===== src/rtl/warblade_pkg.sv =====
// Shared types for the missile path: coordinate type, parked coordinate, slot state.
package warblade_pkg;
   typedef logic [10:0] coord_t;
   localparam coord_t PARK = 11'h7FF;
   typedef enum logic {IDLE = 1'b0, FLY = 1'b1} slot_state_t;
endpackage


===== src/rtl/missile_slot.sv =====
// One missile slot: IDLE/FLY state plus x/y registers, frame-tick movement and retire.
module missile_slot
   import warblade_pkg::*;
#(
   parameter int SPEED = 8,
   parameter int TOP_Y = 0
) (
   input  logic   pclk,
   input  logic   rst_n,
   input  logic   launch,
   input  logic   tick,
   input  logic   retire,
   input  coord_t x_init,
   input  coord_t y_init,
   output coord_t xpos,
   output coord_t ypos,
   output logic   missile_on
);
   localparam coord_t SPEED_C = coord_t'(SPEED);
   localparam coord_t TOP_LIM = coord_t'(TOP_Y + SPEED);

   slot_state_t state_q, state_d;
   coord_t      x_d, y_d;

   always_ff @(posedge pclk or negedge rst_n) begin
      if (!rst_n) begin
         state_q <= IDLE;
         xpos    <= PARK;
         ypos    <= PARK;
      end else begin
         state_q <= state_d;
         xpos    <= x_d;
         ypos    <= y_d;
      end
   end

   // Compare before subtracting so y never wraps past the top.
   always_comb begin
      state_d = state_q;
      x_d     = xpos;
      y_d     = ypos;
      case (state_q)
         IDLE: if (launch && !retire) begin
            state_d = FLY;
            x_d     = x_init;
            y_d     = y_init;
         end
         FLY: if (retire || (tick && ypos < TOP_LIM)) begin
            state_d = IDLE;
            x_d     = PARK;
            y_d     = PARK;
         end else if (tick) begin
            y_d = ypos - SPEED_C;
         end
         default: state_d = IDLE;
      endcase
   end

   assign missile_on = (state_q == FLY);
endmodule


===== src/rtl/ship_missile_ctl.sv =====
// Fire detection, slot allocation and launch cooldown for the ship's two missiles.
// Optional MISSILE_AUTOFIRE_EN: a held fire button requests a launch every cycle.
module ship_missile_ctl
   import warblade_pkg::*;
#(
   parameter int SPEED        = 8,
   parameter int COOLDOWN     = 10,
   parameter int SPAWN_OFFSET = 10,
   parameter int TOP_Y        = 0
) (
   input  logic   pclk,
   input  logic   rst_n,
   input  logic   fire,
   input  logic   frame_tick,
   input  logic   level_change,
   input  coord_t xpos_ship,
   input  coord_t ypos_ship,
   input  logic   kill_1,
   input  logic   kill_2,
   output coord_t xpos_missile_1,
   output coord_t ypos_missile_1,
   output coord_t xpos_missile_2,
   output coord_t ypos_missile_2,
   output logic   missile_on_1,
   output logic   missile_on_2
);
   localparam coord_t     SPAWN_C   = coord_t'(SPAWN_OFFSET);
   localparam coord_t     SPAWN_LIM = coord_t'(SPAWN_OFFSET + TOP_Y);
   localparam logic [7:0] CD_INIT   = 8'(COOLDOWN);

   logic [7:0] cd;
   logic       req, accept, launch_1, launch_2, alloc_kill;
   logic       retire_1, retire_2;
   coord_t     spawn_y;

`ifdef MISSILE_AUTOFIRE_EN
   assign req = fire;
`else
   logic fire_q;
   always_ff @(posedge pclk or negedge rst_n) begin
      if (!rst_n) fire_q <= 1'b0;
      else        fire_q <= fire;
   end
   assign req = fire & ~fire_q;
`endif

   assign retire_1 = kill_1 | level_change;
   assign retire_2 = kill_2 | level_change;

   // A launch into a slot that is being retired this cycle is dropped outright.
   assign alloc_kill = missile_on_1 ? retire_2 : retire_1;
   assign accept     = req && (cd == 8'd0) && !(missile_on_1 && missile_on_2)
                       && (ypos_ship >= SPAWN_LIM) && !alloc_kill;
   assign launch_1   = accept & ~missile_on_1;
   assign launch_2   = accept &  missile_on_1;
   assign spawn_y    = ypos_ship - SPAWN_C;

   always_ff @(posedge pclk or negedge rst_n) begin
      if (!rst_n)                       cd <= 8'd0;
      else if (accept)                  cd <= CD_INIT;
      else if (frame_tick && cd != 8'd0) cd <= cd - 8'd1;
   end

   missile_slot #(.SPEED(SPEED), .TOP_Y(TOP_Y)) u_slot_1 (
      .pclk(pclk), .rst_n(rst_n), .launch(launch_1), .tick(frame_tick),
      .retire(retire_1), .x_init(xpos_ship), .y_init(spawn_y),
      .xpos(xpos_missile_1), .ypos(ypos_missile_1), .missile_on(missile_on_1)
   );

   missile_slot #(.SPEED(SPEED), .TOP_Y(TOP_Y)) u_slot_2 (
      .pclk(pclk), .rst_n(rst_n), .launch(launch_2), .tick(frame_tick),
      .retire(retire_2), .x_init(xpos_ship), .y_init(spawn_y),
      .xpos(xpos_missile_2), .ypos(ypos_missile_2), .missile_on(missile_on_2)
   );
endmodule


===== config.mk =====
export PLATFORM = sky130hd
export DESIGN_NAME = ship_missile_ctl
export DESIGN_NICKNAME = d
export VERILOG_FILES = /design/src/rtl/warblade_pkg.sv /design/src/rtl/missile_slot.sv /design/src/rtl/ship_missile_ctl.sv
export SDC_FILE = /design/constraint.sdc
export NUM_CORES = 1
export LEC_CHECK = 0
export ABC_AREA = 1
export BUFFER_PORTS_ARGS = -buffer_cell sky130_fd_sc_hd__buf_2
export CAP_MARGIN = 20
export CORE_MARGIN = 2
export CORE_UTILIZATION = 44
export DETAILED_ROUTE_END_ITERATION = 6
export PLACE_DENSITY = 0.75
export SKIP_CTS_REPAIR_TIMING = 1
export SLEW_MARGIN = 5
export SYNTH_ARGS = -nofsm -noshare
export SYNTH_HDL_FRONTEND = slang
export SYNTH_SLANG_ARGS = --single-unit

===== constraint.sdc =====
create_clock -name pclk -period 5 [get_ports pclk]
set_input_delay 0.5 -clock pclk [delete_from_list [all_inputs] [get_ports pclk]]
set_output_delay 0.5 -clock pclk [all_outputs]
set_load 0.005 [all_outputs]

[Word-level counts from Yosys, hierarchy flattened]
Index checks and enable logic that the tools add are counted.
Operators by class
  reductions and logical operators: 23
  muxes and demuxes: 23
  magnitude comparators: 3
  bitwise operators: 8
  $add $sub $neg: 4
  equal/unequal tests: 6
Operator list (count)
  $mux 11: 10
  $pmux 11 s2: 4
  $sub 11x4->11 const B: 3
  $lt 11x4->1 const B: 2
  $mux 8: 2
  $ge 11x4->1 const B: 1
  $logic_and 1x1->1: 10
  $logic_not 8->1: 1
  $reduce_and 2->1: 4
  $reduce_bool 8->1: 1
  $sub 8x1->8 const B: 1
  $ne 3x3->1 const B: 2
  $mux 1: 5
  $logic_not 1->1: 4
  $ne 2x1->1 const B: 2
  $ne 2x2->1 const B: 2
  $pmux 1 s2: 2
  $and 1x1->1: 3
  $not 1->1: 3
  $logic_or 1x1->1: 2
  $or 1x1->1: 2
  $reduce_bool 2->1: 1
Word-level totals
  output and inout bits: 46
  word-level logic and storage cells: 75
  bits of input ports: 29
  register bits: 55

[Logic depth before layout (Yosys ltp)]
  depth in word-level cells: 10
  mapped depth: 12
  mapped depth without buffers: 11

[Cells and area by module]
A second synthesis with hierarchy kept.
Second synthesis, totals
  cell total of the unflattened synthesis: 465
  area total of the unflattened synthesis: 3389.5 um^2
By module, submodules not included
  missile_slot: times used 2, cells each 167, seq. area each 603.1 um^2, area each 1295.0 um^2
  ship_missile_ctl: times used 1, cells each 131, seq. area each 225.2 um^2, area each 799.5 um^2

[Least setup slack after synthesis]
OpenSTA, ideal clock, no wires.
  path type: input-to-reg
  from: in ypos_ship[1]
  to: reg u_slot_2.xpos[10]
  buffers on the path: 1
  path slack: 3255 ps
  cell stages on the path: 12
  required time: 4924 ps
  arrival time: 1669 ps
  library setup time: 76 ps
  path through: inv_1 -> ha_1 -> inv_1 -> a21oi_2 -> nand2_1 -> nor2_1 -> nand2_2 -> nand3_4 -> nand2_1 -> buf_4 -> nand2_1 -> nand2_1
Between the ends
  word-level cells in the longest chain between the ends: 7
Ends and longest elaborated chain
  start: declaration: line ship_missile_ctl.sv:17  | input coord_t ypos_ship,
  $ge 11x4->1: line ship_missile_ctl.sv:53  | && (ypos_ship >= SPAWN_LIM) && !alloc_kill;
  $logic_and 1x1->1 (2 in series): line ship_missile_ctl.sv:53
  $and 1x1->1: line ship_missile_ctl.sv:55  | assign launch_2 = accept & missile_on_1;
  $logic_and 1x1->1: line missile_slot.sv:43  | IDLE: if (launch && !retire) begin
  $ne 2x1->1 (no line)
  $reduce_and 2->1 (no line)
  end signal: assignment: line missile_slot.sv:28  | xpos <= PARK;
  end signal: assignment: line missile_slot.sv:32  | xpos <= x_d;
  end: declaration: line missile_slot.sv:15  | output coord_t xpos,
Every way passes these cells.
A chain may end at the register's enable or synchronous reset.

[Final worst setup path]
  from: reg u_slot_2.ypos[3]
  to: reg u_slot_2.xpos[6]
Between the ends
  word-level cells in the longest chain between the ends: 5
Ends and longest elaborated chain
  start: declaration: line missile_slot.sv:16  | output coord_t ypos,
  start signal: assignment: line missile_slot.sv:33  | ypos <= y_d;
  $lt 11x4->1: line missile_slot.sv:48  | FLY: if (retire || (tick && ypos < TOP_LIM)) begin
  $logic_and 1x1->1: line missile_slot.sv:48
  $logic_or 1x1->1: line missile_slot.sv:48
  $ne 2x2->1 (no line)
  $reduce_and 2->1 (no line)
Every way passes these cells.

==> flow_summary.html <==
<table>
<tr><th>Metric</th><th>Value</th></tr>
<tr><th colspan="2">Global routing</th></tr>
<tr><td>Vias in the first global route</td><td>2,977</td></tr>
<tr><td>Global-route wire length before repair</td><td>14.0 mm</td></tr>
<tr><td>Largest net degree at the start of global routing</td><td>56</td></tr>
<tr><td>Remaining global-route overflow</td><td>0</td></tr>
<tr><td>Initial antenna violation count</td><td>0</td></tr>
<tr><td>GRT Resource Usage Total</td><td>20.7%</td></tr>
<tr><th colspan="2">STA</th></tr>
<tr><td>Total setup violations reported at the end of the flow</td><td>0</td></tr>
<tr><td>Final critical-path required period</td><td>2260 ps</td></tr>
<tr><td>Max-slew violation count</td><td>0</td></tr>
<tr><td>RSZ-0062 raised after global routing</td><td>false</td></tr>
<tr><td>Transition time at the pin with the least slew margin</td><td>696 ps</td></tr>
<tr><td>Slew headroom</td><td>53.3%</td></tr>
<tr><td>Tcrit/Tclk final</td><td>45.3%</td></tr>
<tr><td>Sum of negative setup slack</td><td>0 ps</td></tr>
<tr><td>Final hold viol count</td><td>0</td></tr>
<tr><td>Achievable clock frequency</td><td>442 MHz</td></tr>
<tr><td>Worst setup skew after layout</td><td>7.91 ps</td></tr>
<tr><th colspan="2">Floorplanning</th></tr>
<tr><td>Die boundary width</td><td>91.8 um</td></tr>
<tr><td>Core Region</td><td>0.00761 mm2</td></tr>
<tr><td>Starting density of the core</td><td>44.6%</td></tr>
<tr><td>Vert. Die Dim</td><td>91.8 um</td></tr>
<tr><td>Rows</td><td>32</td></tr>
<tr><td>Number of top-level pins</td><td>75</td></tr>
<tr><td>Die area</td><td>0.00843 mm2</td></tr>
<tr><th colspan="2">Detailed routing</th></tr>
<tr><td>Number of vias per cell</td><td>4.93</td></tr>
<tr><td>Count of TritonRoute iterations in the first routing pass</td><td>5</td></tr>
<tr><td>Number of violations reported at the end of detailed-routing iteration 0</td><td>171</td></tr>
<tr><td>WL/cell</td><td>12.8 um</td></tr>
<tr><td>Final wirelength</td><td>8.53 mm</td></tr>
<tr><td>Antenna-violating nets left</td><td>0</td></tr>
<tr><td>Drt drc</td><td>0</td></tr>
<tr><td>Vias after detailed routing</td><td>3,289</td></tr>
<tr><th colspan="2">Yosys</th></tr>
<tr><td>Most instantiated flip-flop cell in the synthesis netlist</td><td>sky130_fd_sc_hd__dfstp_2</td></tr>
<tr><td>Async S/R FF share, synth</td><td>100%</td></tr>
<tr><td>Seq cells post-synth</td><td>55</td></tr>
<tr><td>Synthesized Nets</td><td>529</td></tr>
<tr><td>Number of distinct library cells after synthesis</td><td>29</td></tr>
<tr><td>Yosys warning count</td><td>0</td></tr>
<tr><td>Netlist Area Pre-Place</td><td>0.00339 mm2</td></tr>
<tr><td>Part of the Yosys area used for sequential elements</td><td>42.2%</td></tr>
<tr><td>Number of synthesized flops with an enable pin</td><td>0</td></tr>
<tr><td>Avg Synthesized Cell Area</td><td>6.85 um2</td></tr>
<tr><td>Instance count of the mapped netlist</td><td>495</td></tr>
<tr><th colspan="2">Placement</th></tr>
<tr><td>IO Port Bufs</td><td>74</td></tr>
<tr><td>Final weighted congestion in routability-driven placement</td><td>0.899</td></tr>
<tr><td>Placed wire-length estimate after detailed placement</td><td>6.37 mm</td></tr>
<tr><th colspan="2">Setup path</th></tr>
<tr><td>Worst reg-to-reg path cell count</td><td>10</td></tr>
<tr><td>Arrival time of the worst setup path</td><td>2510 ps</td></tr>
<tr><td>Category of the most critical setup path</td><td>reg -&gt; reg</td></tr>
<tr><td>Endpoint type of the worst setup path</td><td>flip-flop</td></tr>
<tr><td>Worst-path fanout max</td><td>15</td></tr>
<tr><td>Required time of the critical path</td><td>5250 ps</td></tr>
<tr><td>Nature of the critical path startpoint</td><td>flip-flop</td></tr>
<tr><th colspan="2">Flow run</th></tr>
<tr><td>Max-cap viol count</td><td>0</td></tr>
<tr><th colspan="2">Power</th></tr>
<tr><td>Post-layout power</td><td>0.951 mW</td></tr>
<tr><td>Leakage</td><td>2.22 nW</td></tr>
<tr><td>Peak VDD IR</td><td>0.000166 V</td></tr>
<tr><td>Total power per unit cell area</td><td>242 mW/mm2</td></tr>
<tr><th colspan="2">CTS</th></tr>
<tr><td>CTS sink cnt</td><td>55</td></tr>
<tr><td>Worst skew pair latency</td><td>310 ps</td></tr>
<tr><td>Number of buffers inserted during clock tree synthesis</td><td>5</td></tr>
<tr><td>Clock tree from TritonCTS</td><td>built</td></tr>
<tr><td># H-tree levels</td><td>2</td></tr>
<tr><td>Worst-path clk slew</td><td>100 ps</td></tr>
<tr><td>Root cell of the clock tree</td><td>sky130_fd_sc_hd__clkbuf_8</td></tr>
<tr><td>Maximum count of clock buffers along a single path</td><td>2</td></tr>
<tr><th colspan="2">Cells and area</th></tr>
<tr><td>Fraction of final layout cells with drive strength greater than 1</td><td>24.4%</td></tr>
<tr><td>Number of diodes added for antenna fixing</td><td>0</td></tr>
<tr><td>Final net count</td><td>598</td></tr>
<tr><td>Filler cells</td><td>778</td></tr>
<tr><td>Area added between synthesis and finish</td><td>15.9%</td></tr>
<tr><th colspan="2">Status</th></tr>
<tr><td>Result of the run</td><td>completed</td></tr>
<tr><th colspan="2">Worst hold path</th></tr>
<tr><td>Type of the worst min-delay path</td><td>in -&gt; async</td></tr>
</table>
[worst max-delay path: stages, from the launching register on]
cell	delay, ps
sky130_fd_sc_hd__dfstp_2	550
sky130_fd_sc_hd__inv_1	110
sky130_fd_sc_hd__ha_1	230
sky130_fd_sc_hd__nand2_1	110
sky130_fd_sc_hd__nor2_1	80
sky130_fd_sc_hd__nand3_1	90
sky130_fd_sc_hd__nand2_1	90
sky130_fd_sc_hd__nand2_1	390
sky130_fd_sc_hd__nand2_1	340
sky130_fd_sc_hd__nand2_1	140
sky130_fd_sc_hd__nand2_1	60
[placed cells by master (no fill, tap or decap), types with 5 or more instances in the layout]
cell and count:
sky130_fd_sc_hd__clkbuf_8 5, sky130_fd_sc_hd__o21ai_0 12, sky130_fd_sc_hd__xor2_1 8, sky130_fd_sc_hd__buf_2 74, sky130_fd_sc_hd__ha_1 5, sky130_fd_sc_hd__nand2_1 190, sky130_fd_sc_hd__nor2_1 69, sky130_fd_sc_hd__dfstp_2 44
sky130_fd_sc_hd__dfrtp_1 11, sky130_fd_sc_hd__inv_1 56, sky130_fd_sc_hd__nand4_1 5, sky130_fd_sc_hd__nand3_1 56
[flip-flops by register name (all words and copies together) (netlist names)]
signal and flops:
u_slot_1.xpos 11, u_slot_1.ypos 11, u_slot_2.xpos 11, u_slot_2.ypos 11, cd 8, fire_q 1
u_slot_1.missile_on 1, u_slot_2.missile_on 1
[metal layers]
layer	up-vias	share of wire, %	global-route usage [%]
li1	1656	-	-
met1	1509	45	27.4
met2	112	46	34.1
met3	12	7.3	4.27
met4	0	1.7	6.59
met5	-	0	0
[through the flow]
step | hold slack, ps | worst slack, ps | area, um2 | cells | util, %
5_1_grt | 287 | 2520 | 3930 | 667 | 51.7
2_1_floorplan | 204 | 3260 | 3390 | 495 | -
3_3_place_gp | 474 | 2800 | 3820 | 659 | 50.2
4_1_cts | 296 | 2740 | 3930 | 667 | 51.7
3_5_place_dp | 476 | 2680 | 3820 | 659 | 50.2
6_report | 306 | 2740 | 3930 | 667 | 51.7
[cells in the mapped netlist (2+ instances only)]
cell / instances / area [um2]
sky130_fd_sc_hd__nor3_1: 2 / 10.0
sky130_fd_sc_hd__xor2_1: 8 / 70.1
sky130_fd_sc_hd__ha_1: 5 / 62.6
sky130_fd_sc_hd__inv_1: 56 / 210
sky130_fd_sc_hd__nor2_1: 69 / 259
sky130_fd_sc_hd__buf_4: 2 / 15.0
sky130_fd_sc_hd__buf_2: 5 / 25.0
sky130_fd_sc_hd__nand3_4: 2 / 35.0
sky130_fd_sc_hd__dfstp_2: 44 / 1160
sky130_fd_sc_hd__inv_2: 3 / 11.3
sky130_fd_sc_hd__clkbuf_1: 4 / 15.0
sky130_fd_sc_hd__nand2_2: 3 / 18.8
sky130_fd_sc_hd__buf_6: 2 / 22.5
sky130_fd_sc_hd__o21ai_0: 12 / 60.1
sky130_fd_sc_hd__nand3b_1: 2 / 15.0
sky130_fd_sc_hd__nand2_1: 190 / 713
sky130_fd_sc_hd__dfrtp_1: 11 / 275
sky130_fd_sc_hd__xnor2_1: 2 / 17.5
sky130_fd_sc_hd__nand3_1: 56 / 280
sky130_fd_sc_hd__o21bai_1: 4 / 30.0
sky130_fd_sc_hd__nand4_1: 5 / 31.3
[path summary, 6_finish.rpt]
kind / start / slack (ps) / endpoint
max in group asynchronous: rst_n / 4250 / u_slot_2.missile_on$_DFF_PN0_
max: u_slot_2.ypos[3]$_DFFE_PN1P_ / 2740 / u_slot_2.xpos[6]$_DFFE_PN1P_
min reg2reg: u_slot_2.ypos[2]$_DFFE_PN1P_ / 490 / u_slot_2.ypos[2]$_DFFE_PN1P_
min in group pclk: fire / 310 / fire_q$_DFF_PN0_
min: rst_n / 310 / cd[4]$_DFFE_PN0P_
max reg2reg: u_slot_2.ypos[3]$_DFFE_PN1P_ / 2740 / u_slot_2.xpos[6]$_DFFE_PN1P_
[kinds of logic after synthesis]
logic type / share of synthesized area (%)
buffers and inverters: 8.93
XOR/XNOR: 2.58
AO/OA/AOI/OAI: 3.43
adder cells (fa/ha/maj): 1.84
AND/OR/NAND/NOR: 41.0
flip-flops: 42.2
[layout make-up]
cell class / count / area [um2] / area share (%)
clock buffer: 6 / 72.6 / 1.85
clock inverter: 2 / 37.5 / 0.955
multi-input combinational: 367 / 1660 / 42.2
inverter: 60 / 225 / 5.73
tap: 102 / 128 / 3.25
sequential: 55 / 1430 / 36.4
timing repair buffer: 75 / 378 / 9.61
[where the power goes]
group	internal (mW)	switching [mW]
clock network	0.150	0.153
registers	0.476	0.0206
logic	0.0560	0.0965
total	0.682	0.270
(Power assumes the default switching activity.)
